## src/rtl/piano_note_ctrl.sv

```systemverilog
// Piano note controller: selects the note source by mode, latches the active note and
// gates the tone counter through IDLE/PLAY/SUSTAIN. Sustain is built only with PIANO_SUSTAIN_EN.
module piano_note_ctrl #(
    parameter int unsigned NOTE_W        = 8,
    parameter int unsigned STOP_CODE     = 99,
    parameter int unsigned SUSTAIN_TICKS = 4,
    parameter int unsigned CNT_W         = 8
) (
    input  logic              iClk,
    input  logic              iReset_n,
    input  logic [NOTE_W-1:0] iPs2_Data,
    input  logic [NOTE_W-1:0] iSong_Data,
    input  logic [1:0]        iMode,
    input  logic              iTick,
    output logic [NOTE_W-1:0] oFreq_Data,
    output logic              oCountEnable,
    output logic              oNoteStart,
    output logic [1:0]        oState
);

    localparam logic [1:0] ST_IDLE    = 2'd0;
    localparam logic [1:0] ST_PLAY    = 2'd1;
`ifdef PIANO_SUSTAIN_EN
    localparam logic [1:0] ST_SUSTAIN = 2'd2;
`endif

    localparam logic [1:0] MODE_KEY      = 2'd0;
    localparam logic [1:0] MODE_SONG     = 2'd1;
    localparam logic [1:0] MODE_PRIORITY = 2'd2;

    localparam logic [NOTE_W-1:0] STOP_NOTE = NOTE_W'(STOP_CODE);

    function automatic logic f_valid(input logic [NOTE_W-1:0] code);
        return (code != '0) && (code != STOP_NOTE);
    endfunction

    logic [NOTE_W-1:0] w_sel;
    logic              w_sel_valid;

    always_comb begin
        w_sel = '0;
        case (iMode)
            MODE_KEY:      w_sel = iPs2_Data;
            MODE_SONG:     w_sel = iSong_Data;
            MODE_PRIORITY: w_sel = f_valid(iPs2_Data) ? iPs2_Data : iSong_Data;
            default:       w_sel = '0;
        endcase
    end

    assign w_sel_valid = f_valid(w_sel);

    logic [1:0]        r_state;
    logic [NOTE_W-1:0] r_freq;
    logic              r_en;
    logic              r_start;

`ifdef PIANO_SUSTAIN_EN
    logic [CNT_W-1:0]  r_cnt;

    always_ff @(posedge iClk or negedge iReset_n) begin
        if (!iReset_n) begin
            r_state <= ST_IDLE;
            r_freq  <= '0;
            r_en    <= 1'b0;
            r_start <= 1'b0;
            r_cnt   <= '0;
        end else begin
            r_start <= 1'b0;
            case (r_state)
                ST_IDLE: begin
                    if (w_sel_valid) begin
                        r_state <= ST_PLAY;
                        r_freq  <= w_sel;
                        r_en    <= 1'b1;
                        r_start <= 1'b1;
                    end else begin
                        r_freq  <= '0;
                        r_en    <= 1'b0;
                    end
                end
                ST_PLAY: begin
                    r_en <= 1'b1;
                    if (w_sel_valid) begin
                        if (w_sel != r_freq) begin
                            r_freq  <= w_sel;
                            r_start <= 1'b1;
                        end
                    end else if (SUSTAIN_TICKS != 0) begin
                        r_state <= ST_SUSTAIN;
                        r_cnt   <= CNT_W'(SUSTAIN_TICKS);
                    end else begin
                        r_state <= ST_IDLE;
                        r_freq  <= '0;
                        r_en    <= 1'b0;
                    end
                end
                ST_SUSTAIN: begin
                    // A valid note outranks the final tick, so re-striking never passes through IDLE
                    if (w_sel_valid) begin
                        r_state <= ST_PLAY;
                        r_freq  <= w_sel;
                        r_en    <= 1'b1;
                        r_start <= 1'b1;
                        r_cnt   <= '0;
                    end else if (iTick) begin
                        if (r_cnt <= CNT_W'(1)) begin
                            r_state <= ST_IDLE;
                            r_freq  <= '0;
                            r_en    <= 1'b0;
                            r_cnt   <= '0;
                        end else begin
                            r_cnt <= r_cnt - CNT_W'(1);
                        end
                    end
                end
                default: begin
                    r_state <= ST_IDLE;
                    r_freq  <= '0;
                    r_en    <= 1'b0;
                    r_cnt   <= '0;
                end
            endcase
        end
    end
`else
    logic             w_unused_tick;
    logic [CNT_W-1:0] w_unused_cfg;
    assign w_unused_tick = iTick;
    assign w_unused_cfg  = CNT_W'(SUSTAIN_TICKS);

    always_ff @(posedge iClk or negedge iReset_n) begin
        if (!iReset_n) begin
            r_state <= ST_IDLE;
            r_freq  <= '0;
            r_en    <= 1'b0;
            r_start <= 1'b0;
        end else begin
            r_start <= 1'b0;
            case (r_state)
                ST_IDLE: begin
                    if (w_sel_valid) begin
                        r_state <= ST_PLAY;
                        r_freq  <= w_sel;
                        r_en    <= 1'b1;
                        r_start <= 1'b1;
                    end else begin
                        r_freq  <= '0;
                        r_en    <= 1'b0;
                    end
                end
                ST_PLAY: begin
                    if (w_sel_valid) begin
                        r_en <= 1'b1;
                        if (w_sel != r_freq) begin
                            r_freq  <= w_sel;
                            r_start <= 1'b1;
                        end
                    end else begin
                        r_state <= ST_IDLE;
                        r_freq  <= '0;
                        r_en    <= 1'b0;
                    end
                end
                default: begin
                    r_state <= ST_IDLE;
                    r_freq  <= '0;
                    r_en    <= 1'b0;
                end
            endcase
        end
    end
`endif

    assign oFreq_Data   = r_freq;
    assign oCountEnable = r_en;
    assign oNoteStart   = r_start;
    assign oState       = r_state;

endmodule
```

## config.mk

```make
export PLATFORM = sky130hd
export DESIGN_NAME = piano_note_ctrl
export DESIGN_NICKNAME = d
export VERILOG_FILES = /design/src/rtl/piano_note_ctrl.sv
export SDC_FILE = /design/constraint.sdc
export NUM_CORES = 1
export LEC_CHECK = 0
export ABC_CLOCK_PERIOD_IN_PS = 3700
export BUFFER_PORTS_ARGS = -buffer_cell sky130_fd_sc_hd__buf_2
export CAP_MARGIN = 20
export CORE_UTILIZATION = 45
export DETAILED_ROUTE_END_ITERATION = 10
export PLACE_DENSITY = 0.74
export SLEW_MARGIN = 20
export SYNTH_ARGS = -nofsm -noshare
export SYNTH_HDL_FRONTEND = slang
export SYNTH_SLANG_ARGS = --single-unit
```

## constraint.sdc

```tcl
create_clock -name iClk -period 3.7 [get_ports iClk]
set_clock_uncertainty 0.2 [all_clocks]
set_input_delay 0.37 -clock iClk [delete_from_list [all_inputs] [get_ports iClk]]
set_output_delay 0.37 -clock iClk [all_outputs]
set_load 0.005 [all_outputs]
```

# Word level (Yosys, flattened, before mapping)
# Index checks and enable logic that the tools add are counted.
# classes
n_addsub,0
n_mul,0
n_div,0
magnitude_cmp,0
eq_ne,9
n_shift,0
muxes,14
n_bitwise,0
n_reduce_logical,8
# ops
operator,n
$mux 8,4
$pmux 8 s3,1
$ne 8x7->1 const B,2
$pmux 8 s2,1
$reduce_bool 8->1,2
$ne 8x8->1,1
$eq 2x1->1 const B,2
$logic_not 2->1,2
$mux 1,4
$mux 2,2
$ne 2x2->1 const B,2
$pmux 2 s2,1
$ne 3x3->1 const B,1
$eq 2x2->1 const B,1
$logic_and 1x1->1,2
$pmux 1 s2,1
$reduce_and 2->1,1
$reduce_or 2->1,1
# totals
reg_bits,12
latch_bits,0
ramBits,0
romBits,0
inputBits,21
out_inout_bits,12
word_cells,35
memories,0

# Logic depth before layout (Yosys ltp)
# logic_depth
depth_word,8
depth_mapped,7
ltp_nobuf,7

# Worst setup path before layout
# OpenSTA, ideal clock, no wires.
# synth_path
path_type,in2reg
startpoint,input iPs2_Data[0]
endpoint,register r_start (netlist: oNoteStart)
setup_ns,0.143
arrival_time_ns,2.247
t_required_ns,3.357
setup_slack_ns,1.111
stages,7
path_buffers,0
cell_sequence,nor4_2 > o2111a_2 > a21o_1 > a32oi_1 > or4_4 > a2111oi_4 > a21oi_1
# synth_between
elab_chain_len,8
word_cells_on_any_way,13
cone_classes,eq/ne (3); mux (6); reduce/logical (4)
# synth_lines
item,line,source
start: declaration,11,"input logic [NOTE_W-1:0] iPs2_Data,"
$ne 8x7->1 or $reduce_bool 8->1 (tied branches),34,return (code != '0) && (code != STOP_NOTE);
$logic_and 1x1->1,34,
$mux 8,45,MODE_PRIORITY: w_sel = f_valid(iPs2_Data) ? iPs2_Data : iSong_Data;
$pmux 8 s3 *,42,case (iMode)
"$ne 8x8->1, or another cell as far along",154,if (w_sel != r_freq) begin
$mux 1 or $logic_and 1x1->1 (tied branches),"154, 34",
"$mux 1, on equally long branches","152, 141",
$pmux 1 s2 *,139,case (r_state)
end signal: assignment,138,r_start <= 1'b0;
end signal: assignment,145,r_start <= 1'b1;
end signal: assignment,156,r_start <= 1'b1;
end: declaration,55,logic r_start;
# Mark *: on every way between the ends. The rest lies on a longest branch, timed or not.
# A chain may end at the register's enable or synchronous reset.

# Worst setup path in the final report
# layout_path
startpoint,input iMode[0]
endpoint,register r_start (netlist: oNoteStart)
# layout_between
elab_chain_len,6
word_cells_on_any_way,12
cone_classes,eq/ne (4); mux (5); reduce/logical (3)
# layout_lines
item,line,source
start: declaration,13,"input logic [1:0] iMode,"
"$eq 2x2->1, or another cell as far along",42,
$pmux 8 s3 *,42,
"$ne 8x8->1, or another cell as far along",154,
$mux 1 or $logic_and 1x1->1 (tied branches),"154, 34",
"$mux 1, on equally long branches","152, 141",
$pmux 1 s2 *,139,
# Marked as above.

==> reports/metrics.csv <==
stage,metric,value,unit
run_status,status,"finished, final reports clean",
global_route,antenna_found_initial,0,
routing,drt_wl_total,1.58,mm
sta,max_freq,0.371,GHz
yosys,synth_commonest_cells,"11 x dfrtp_1, 8 x nor2_1, 6 x xnor2_1",
floorplan,die_width,41.5,µm
floorplan,fp.dieArea,1720,µm²
floorplan,core_area,1370,µm²
layout,final_area,895,µm²
sta,setup_viol,0,
yosys,synth_top_area_share,39.3,%
sta,rsz0062_at_grt,no,
yosys,synth_area,701,µm²
routing,num_vias,651,
setup_path,cp_top_family,simple AND/OR/NAND/NOR gates,
setup_path,path_buf_inv,2,
placement,gp_congestion,0.689,
floorplan,die_h,41.5,µm
floorplan,start_util,51.3,%
yosys,ys_seq_area_share,39.3,%
floorplan,ios,33,
cts,ctsRootBufferMaster,clkbuf_4,
layout,diodes,0,
sta,min_period,2.70,ns
layout,final_nets,125,
cts,ctsHtreeMaxLevel,1,
global_route,first_global_vias,630,
yosys,ys_top_cells_by_area,"dfrtp_1 39%, xnor2_1 7.5%, mux2_1 4.8%, nor2_1 4.3%, a2111oi_4 3.9%",
routing,vias_per_cell,5.52,
yosys,yosysUniqueCellTypes,31,
power_and_ir_drop,ir_drop,0.000193,V
sta,drv_slew,0,
setup_path,cp_slowest_cell,or4_4,
routing,drc,0,
layout,syn_to_final_growth,27.7,%
cts,cts_buffer_depth,2,
sta,finalHoldViolations,0,
global_route,grt_first_pass_wirelength,2.67,mm
sta,fin_tns_setup,0,ns
yosys,synth_top_flop_cell,dfrtp_1,
placement,dpl_cell_area,858,µm²
setup_path,criticalPathCategory,primary input to register,
yosys,async_flop_share,100,%
layout,drive_above_1_share,36.9,%
sta,layout_worst_path_cycle_share,72.9,%
placement,post-dp-hpwl,1.27,mm
sta,max-slew-margin-rel,61.2,%
cts,clkTransAtPathRegs,0.07,ns
cts,clk_latency,0.27,ns
power_and_ir_drop,p_leak,0.409,nW
floorplan,rows,13,
setup_path,crit_path_cell_trace,buf_2 -> inv_1 -> nor2_1 -> a21o_1 -> a32oi_1 -> or4_4 -> a2111oi_4 -> a21oi_1,
run,max-cap-violations,0,
power_and_ir_drop,p_clk_share,28.1,%
worst_hold_path,hold_path_class,primary input to register,
routing,wire_per_inst,13.4,µm
sta,worstMarginPinSlew,0.579,ns
power_and_ir_drop,p_sw_share,28.5,%
global_route,grt_overflow,0,
power_and_ir_drop,power,286,µW
setup_path,max_stage_delay,0.60,ns
routing,drt_iter0_drc,9,
cts,cts_tree,yes,
power_and_ir_drop,power_switching,81.4,µW
yosys,syn_nets,91,
cts,cts_setup_buffers,0,
power_and_ir_drop,p_int,204,µW
global_route,grt_max_degree,12,
power_and_ir_drop,combPwrFrac,25.0,%
setup_path,critPathArrivalTime,2.63,ns
power_and_ir_drop,power.density,319,nW/µm²
placement,port-buffer-count,30,
global_route,grt_util_all_layers,20.0,%
yosys,synthCells,70,
cts,clock-sinks,11,
yosys,ys.warnings.count,0,
routing,first_pass_iters,4,
yosys,synth_edf_count,0,
power_and_ir_drop,pwr-share-seq,46.8,%
yosys,yosysMostFrequentCell,dfrtp_1,
setup_path,end_kind,register,
setup_path,cp.required,3.63,ns
yosys,ys_ff_latch,11,
setup_path,crit_fanout,11,
cts,numCtsBuffers,3,
routing,drtAntennaViolNets,0,
yosys,syn_area_per_cell,10.0,µm²
yosys,synth_top_area_cell,dfrtp_1,
setup_path,crit_path_start_kind,primary input,
-- layer usage --
| layer | share of wire, % | vias up | GRT usage (%) |
|---|---|---|---|
| li1 | - | 322 | - |
| met1 | 46 | 303 | 26.3 |
| met2 | 48 | 24 | 32.2 |
| met3 | 5.4 | 2 | 4.78 |
| met4 | 0.63 | 0 | 6.45 |
| met5 | 0 | - | 0 |
-- state kept, by name (all words and copies together) (netlist names) --
| register | count |
|---|---|
| oFreq_Data | 8 |
| oCountEnable | 1 |
| oNoteStart | 1 |
| oState | 1 |
-- worst paths after layout --
check,start,endpoint,slack [ns],cells past startpoint
setup / recovery,iMode[0],oNoteStart$_DFF_PN0_,1.00,8
hold / removal,iSong_Data[2],oFreq_Data[2]$_DFFE_PN0P_,0.18,3
setup reg to reg,oFreq_Data[1]$_DFFE_PN0P_,oNoteStart$_DFF_PN0_,2.16,5
max in group asynchronous,iReset_n,oFreq_Data[2]$_DFFE_PN0P_,2.81,2
hold reg to reg,oFreq_Data[6]$_DFFE_PN0P_,oNoteStart$_DFF_PN0_,0.49,3
min in group asynchronous,iReset_n,oFreq_Data[3]$_DFFE_PN0P_,0.29,2
-- layout by cell type (no fill, tap or decap), drive strengths merged, types with 2 or more instances in the layout --
cell    instances
buf            30
dfrtp          11
nor2            8
xnor2           6
inv             5
a21oi           5
clkbuf          4
mux2            3
xor2            3
a22oi           3
nor4            3
a22o            2
nand2           2
nor2b           2
-- cell type report --
cell class / count / area, µm²
well taps: 15 / 18.8
repair buffers: 31 / 160
flip-flops and latches: 11 / 275
inverters: 5 / 18.8
multi-input cells: 52 / 395
clock buffers: 4 / 26.3
fillers: 122 / 472
-- repair_timing --
action / 4_1_cts / 5_1_grt
endpoints found under the setup margin: 0 / 0
hold buffers: 1 / 0
resized for setup: 0 / 0
endpoints found under the hold margin: 11 / 0
-- cells by family (layout without fill, tap and decap cells) --
logic type / after synthesis / after routing / share of synthesized area [%]
simple gates: 21 / 21 / 17.1
compound gates: 18 / 18 / 22.7
xor+xnor: 9 / 9 / 11.3
flops: 11 / 11 / 39.3
buf+inv: 7 / 40 / 4.29
other cells: 1 / 1 / 0.535
mux: 3 / 3 / 4.82
-- metrics by stage --
| step | setup slack [ns] | hold WS, ns | instances | utilization [%] |
|---|---|---|---|---|
| 2_1_floorplan | 1.11 | -0.126 | 70 | - |
| 6_report | 1.00 | 0.185 | 118 | 65.5 |
| 3_3_place_gp | 0.793 | 0.0427 | 113 | 62.8 |
| 5_1_grt | 0.857 | 0.181 | 118 | 65.5 |
| 3_5_place_dp | 0.736 | 0.0471 | 113 | 62.8 |
| 4_1_cts | 1.02 | 0.172 | 118 | 65.5 |
-- worst reg2reg max path: stages (launching register included) --
cell      delay [ns]
dfrtp_1         0.43
xor2_1          0.16
a21oi_1         0.17
o221ai_1        0.12
nor4_1          0.21
a21oi_1         0.11
-- power by group through the flow --
| stage | clock network [mW] | logic (mW) | registers, mW |
|---|---|---|---|
| final | 0.0804 | 0.0714 | 0.134 |
| after global routing | 0.0903 | 0.0794 | 0.135 |
| after CTS | 0.0833 | 0.0720 | 0.134 |
| after detailed placement | 0 | 0.0708 | 0.136 |
| after global placement | 0 | 0.0688 | 0.136 |
| after floorplan | 0 | 0.0398 | 0.137 |
Power figures use the tool's default switching activity.
